`src/rtl/trng_stats_unit.sv`:
```
// trng_stats_unit: per-window ones/transition/longest-run statistics and a repetition-count health test
module trng_stats_unit #(
  parameter int DATA_W     = 16,
  parameter int WIN_LOG2   = 10,
  parameter int RCT_CUTOFF = 8
) (
  input  logic              i_clk,
  input  logic              i_rst,
  input  logic              i_stop,
  input  logic [DATA_W-1:0] i_data_in,
  input  logic              i_data_re,
  input  logic              i_clear,
  input  logic [1:0]        i_sel,
  output logic [31:0]       o_stats,
  output logic              o_valid,
  output logic              o_alarm
);
  localparam int AW = $clog2(DATA_W) + WIN_LOG2 + 1;
  localparam int RW = $clog2(RCT_CUTOFF + 1);
  logic [WIN_LOG2-1:0] r_cnt;
  logic [AW-1:0]       r_ones, r_trans, r_cur, r_max;
  logic [AW-1:0]       r_snap_ones, r_snap_trans, r_snap_max;
  logic [DATA_W-1:0]   r_prev;
  logic [RW-1:0]       r_rep;
  logic [15:0]         r_win, r_fail;
  logic                r_valid, r_alarm;
  logic [31:0]         r_stats;
  logic                w_acc, w_pred, w_last, w_same, w_trip;
  logic [AW-1:0]       w_pop, w_tw, w_run, w_mx;
  logic [RW-1:0]       w_rep_nx;
  logic [31:0]         w_stats;
  assign w_acc  = i_data_re & ~i_stop & ~i_clear;
  assign w_pred = r_cnt != '0;
  assign w_last = &r_cnt;
  // The previous word only links into this one when it belongs to the same window
  always_comb begin
    w_pop = AW'(i_data_in[0]);
    w_tw  = (w_pred && i_data_in[0] != r_prev[DATA_W-1]) ? AW'(1) : '0;
    w_run = (w_pred && i_data_in[0] == r_prev[DATA_W-1]) ? r_cur + AW'(1) : AW'(1);
    w_mx  = (w_run > r_max) ? w_run : r_max;
    for (int k = 1; k < DATA_W; k++) begin
      w_pop = w_pop + AW'(i_data_in[k]);
      w_tw  = w_tw + AW'(i_data_in[k] != i_data_in[k-1]);
      w_run = (i_data_in[k] == i_data_in[k-1]) ? w_run + AW'(1) : AW'(1);
      w_mx  = (w_run > w_mx) ? w_run : w_mx;
    end
  end
  assign w_same   = (r_rep != '0) && (i_data_in == r_prev);
  assign w_rep_nx = !w_same ? RW'(1) : (r_rep == RW'(RCT_CUTOFF)) ? r_rep : r_rep + RW'(1);
  assign w_trip   = (w_rep_nx == RW'(RCT_CUTOFF)) && (r_rep != RW'(RCT_CUTOFF));
  always_comb begin
    w_stats = i_sel == 2'd0 ? 32'(r_snap_ones) :
              i_sel == 2'd1 ? 32'(r_snap_trans) :
              i_sel == 2'd2 ? 32'(r_snap_max) : {r_win, r_fail};
  end
  always_ff @(posedge i_clk or posedge i_rst) begin
    if (i_rst) begin
      r_cnt        <= '0;
      r_ones       <= '0;
      r_trans      <= '0;
      r_cur        <= '0;
      r_max        <= '0;
      r_snap_ones  <= '0;
      r_snap_trans <= '0;
      r_snap_max   <= '0;
      r_prev       <= '0;
      r_rep        <= '0;
      r_win        <= '0;
      r_fail       <= '0;
      r_valid      <= 1'b0;
      r_alarm      <= 1'b0;
      r_stats      <= '0;
    end else begin
      r_stats <= w_stats;
      if (i_clear) begin
        r_cnt        <= '0;
        r_ones       <= '0;
        r_trans      <= '0;
        r_cur        <= '0;
        r_max        <= '0;
        r_snap_ones  <= '0;
        r_snap_trans <= '0;
        r_snap_max   <= '0;
        r_prev       <= '0;
        r_rep        <= '0;
        r_win        <= '0;
        r_fail       <= '0;
        r_valid      <= 1'b0;
        r_alarm      <= 1'b0;
      end else if (w_acc) begin
        r_cnt  <= r_cnt + WIN_LOG2'(1);
        r_prev <= i_data_in;
        r_rep  <= w_rep_nx;
        if (w_trip) begin
          r_alarm <= 1'b1;
          r_fail  <= (&r_fail) ? r_fail : r_fail + 16'd1;
        end
        if (w_last) begin
          r_snap_ones  <= r_ones + w_pop;
          r_snap_trans <= r_trans + w_tw;
          r_snap_max   <= w_mx;
          r_ones       <= '0;
          r_trans      <= '0;
          r_cur        <= '0;
          r_max        <= '0;
          r_win        <= (&r_win) ? r_win : r_win + 16'd1;
          r_valid      <= 1'b1;
        end else begin
          r_ones  <= r_ones + w_pop;
          r_trans <= r_trans + w_tw;
          r_cur   <= w_run;
          r_max   <= w_mx;
        end
      end
    end
  end
  assign o_stats = r_stats;
  assign o_valid = r_valid;
  assign o_alarm = r_alarm;
endmodule
```
`config.mk`:
```
export PLATFORM = sky130hd
export DESIGN_NAME = trng_stats_unit
export DESIGN_NICKNAME = d
export VERILOG_FILES = /design/src/rtl/trng_stats_unit.sv
export SDC_FILE = /design/constraint.sdc
export NUM_CORES = 2
export LEC_CHECK = 0
export BUFFER_PORTS_ARGS = -buffer_cell sky130_fd_sc_hd__buf_2
export CORE_MARGIN = 5
export CORE_UTILIZATION = 52
export DETAILED_ROUTE_END_ITERATION = 10
export PLACE_DENSITY = 0.68
export SLEW_MARGIN = 20
export SYNTH_ARGS = -nofsm -noshare
export SYNTH_HDL_FRONTEND = slang
export SYNTH_SLANG_ARGS = --single-unit
```
`constraint.sdc`:
```
create_clock -name i_clk -period 48.4 [get_ports i_clk]
set_clock_uncertainty 0.05 [all_clocks]
set_input_delay 12.1 -clock i_clk [delete_from_list [all_inputs] [get_ports i_clk]]
set_output_delay 12.1 -clock i_clk [all_outputs]
set_load 0.005 [all_outputs]
```
==> metrics.cfg <==
[clock_tree]
insertion_delay_ns=0.51
clockRootBuffer=clkbuf_16
clk_path_buf_depth=3
clk_pin_slew_worst_paths_ns=0.06
cts_buffers=21
cts-htree-levels=1
cts_tree=built
clkSinkCount=201

[run]
cap_violations=0

[yosys]
synth.cells.most_frequent=nor2_1, nand2_1, a21oi_1
postSynth.topFlopCell=dfrtp_1
postSynthRegisterBits=201
synthesis.instances=3562
synthDominantCellAreaShare=0.1867
synth_area_leaders=dfrtp_1, ha_1, xnor2_1
mean_cell_area_of_the_mapped_netlist_sq_um=7.564
synth.yosys.seq_area_share=0.1867
syn_nets=3783
synth_async_sr_flop_share=1.000
synth.most_common_cell=nor2_1
post_synth_top_area_cell=dfrtp_1
synth_warnings=0
synth_area_sq_mm=0.02694
synth.distinct_cells=144
synth_edf_count=0

[worst_setup_path]
cp.arrival_ns=46.43
critPathCaptureType=flop
crit_fanout=26
regToRegSetupSlack_ns=12.73
worstSetupStartpoint=i_data_in[0]
crit_path_top_delay_cell=o311ai_4
timing.rr.start=r_cur[0]
critPathMaxStageDelay_ns=0.93
timing_worst_setup_path_type=input pin to flop
critical_path_launch_point_type=input pin
rr_endpoint=r_snap_max[1]
critical_path_required_ns=48.75
timing.reg2reg.worst_path_depth=163

[placement]
detailed_place_hpwl_um=66580
port_buffers=56
finalWeightedCongestion=1.026

[route]
detailroute.via_count=26750
route.detailed.drc=0
vias_per_cell=6.304
antenna_violating_nets_post_route=0
route.detailed.wl_per_inst_um=20.17
drtIter0Drc=2757
route.final.wire_length_um=85590
initial_drt_pass_iterations=8

[timing]
timing_max_transition_violations_final=0
hold_viol=0
fin_tns_setup_ns=0
fin_crit_ns=46.08
slew_headroom=0.2911
maximum_frequency_from_static_timing_analysis_ghz=0.02170
worst_pin_slew_ns=1.056
layout_worst_path_cycle_share=0.9522
setup-violations-final=0

[floorplan]
placeableCoreArea_sq_mm=0.05130
start_util=0.5252
floorplan.die_area_sq_mm=0.05647
die_width_um=237.6
dieHeight_um=237.6
floorplan.rows=83
ioPinCount=57

[outcome]
run_status=finished clean

[grt]
grt_start_max_net_pins=133
initial_antenna_violation_count=0
grt_pass1_vias=23940
grt_pass1_wl_um=134500
track_usage=0.2861
grt_overflow=0

[layout]
fill_cells=4978
finish.net_count=3770
area_growth_pct=6.668
share_of_final_layout_standard_cells_stronger_than_drive_strength_1=0.1052
diodes=0
fin_util=0.5602
area.sequential_sq_mm=0.005030
multi_input_area_sq_mm=0.02064

[worst_hold_path]
worst_min_delay_path_category=flop to flop
timing.hold.worst_endpoint=r_trans[1]
timing.hold.worst.start=r_trans[1]
worstHoldPathCells=2

-- critical path, delay by kind of cell --
family / cells / cell delay (ns)
AND/OR/NAND/NOR: 51 / 9.48
AO/OA/AOI/OAI: 73 / 15.00
adder cells (fa/ha/maj): 19 / 5.64
multiplexers: 4 / 1.14
XOR/XNOR: 1 / 0.26
buffers and inverters: 15 / 2.79
-- routing by layer --
metal / track usage / part of all wire / vias up
met1: 0.4328 / 0.46 / 12770
met3: 0.03457 / 0.076 / 159
met5: 0 / 0 / -
met4: 0.07469 / 0.028 / 0
met2: 0.4333 / 0.44 / 1098
li1: - / - / 12730
-- state kept, by name, indices dropped and copies added, names as in the netlist --
signal and cells:
r_snap_trans 15, o_valid 1, o_alarm 1, r_snap_max 15
r_rep 4, r_ones 15, r_max 15, r_trans 15
o_stats 32, r_win 16, r_cnt 10, r_snap_ones 15
r_prev 16, r_fail 16, r_cur 15
-- final cells by class --
| type | instances | share of cell area |
|---|---|---|
| inverter | 151 | 0.01998 |
| multi-input combinational | 3044 | 0.7180 |
| sequential | 201 | 0.1750 |
| tap | 680 | 0.02960 |
| timing repair buffer | 130 | 0.03104 |
| clock inverter | 10 | 0.005572 |
| clock buffer | 27 | 0.02081 |
-- what timing repair did --
item / CTS / global route
buffers inserted: 0 / 28
endpoints found under the setup margin: 9 / 30
hold buffers: 0 / 0
hold endpoints to repair: 0 / 0
pin swaps: 0 / 13
resized for setup: 1 / 46
gates cloned: 0 / 5
-- worst max path at each step --
stage / endpoint / slack, ns / cells past startpoint
floorplan: r_snap_max[8] / 1.38 / 189
global placement: r_snap_max[1] / 0.05 / 159
detailed placement: r_snap_max[1] / -0.56 / 164
CTS: r_max[13] / 0.01 / 169
global route: r_snap_max[7] / -0.15 / 172
finish: r_snap_max[1] / 2.32 / 163
-- per-stage QoR --
| step | hold slack (ns) | std cells | worst slack [ns] | instance area (sq um) |
|---|---|---|---|---|
| floorplan | 0.3998 | 3562 | 1.381 | 26940 |
| CTS | 0.4486 | 4210 | 0.01404 | 28250 |
| global placement | 0.4213 | 4173 | 0.04752 | 27480 |
| finish | 0.4458 | 4243 | 2.316 | 28740 |
| detailed placement | 0.4343 | 4173 | -0.5589 | 27480 |
| global route | 0.4843 | 4243 | -0.1485 | 28740 |
-- layout by cell type, fill, tap and decap left out, types with 53 or more instances in the layout --
cell type	netlist	routed
dfrtp_1	201	201
nor2_1	451	445
nand2_1	429	427
inv_1	143	142
a21oi_1	232	228
o21ai_1	49	53
xor2_1	150	150
ha_1	174	174
buf_2	16	55
and3_1	66	66
nor3_1	78	73
a211oi_1	54	54
xnor2_1	205	205
mux2i_1	63	63
o21ai_0	206	201
nand3_1	127	126
buf_4	20	70
-- cell families after synthesis --
kind of cell	synth area share
buffers and inverters	0.05753
adders and majority gates	0.1035
DFF	0.1867
AOI/OAI and AO/OA	0.2236
xor gates and xnor gates	0.1178
muxes	0.05642
and+or+nand+nor	0.2545
Power is not shown: default switching activity piles up to over one toggle a cycle in this logic, so the estimate is an artifact.
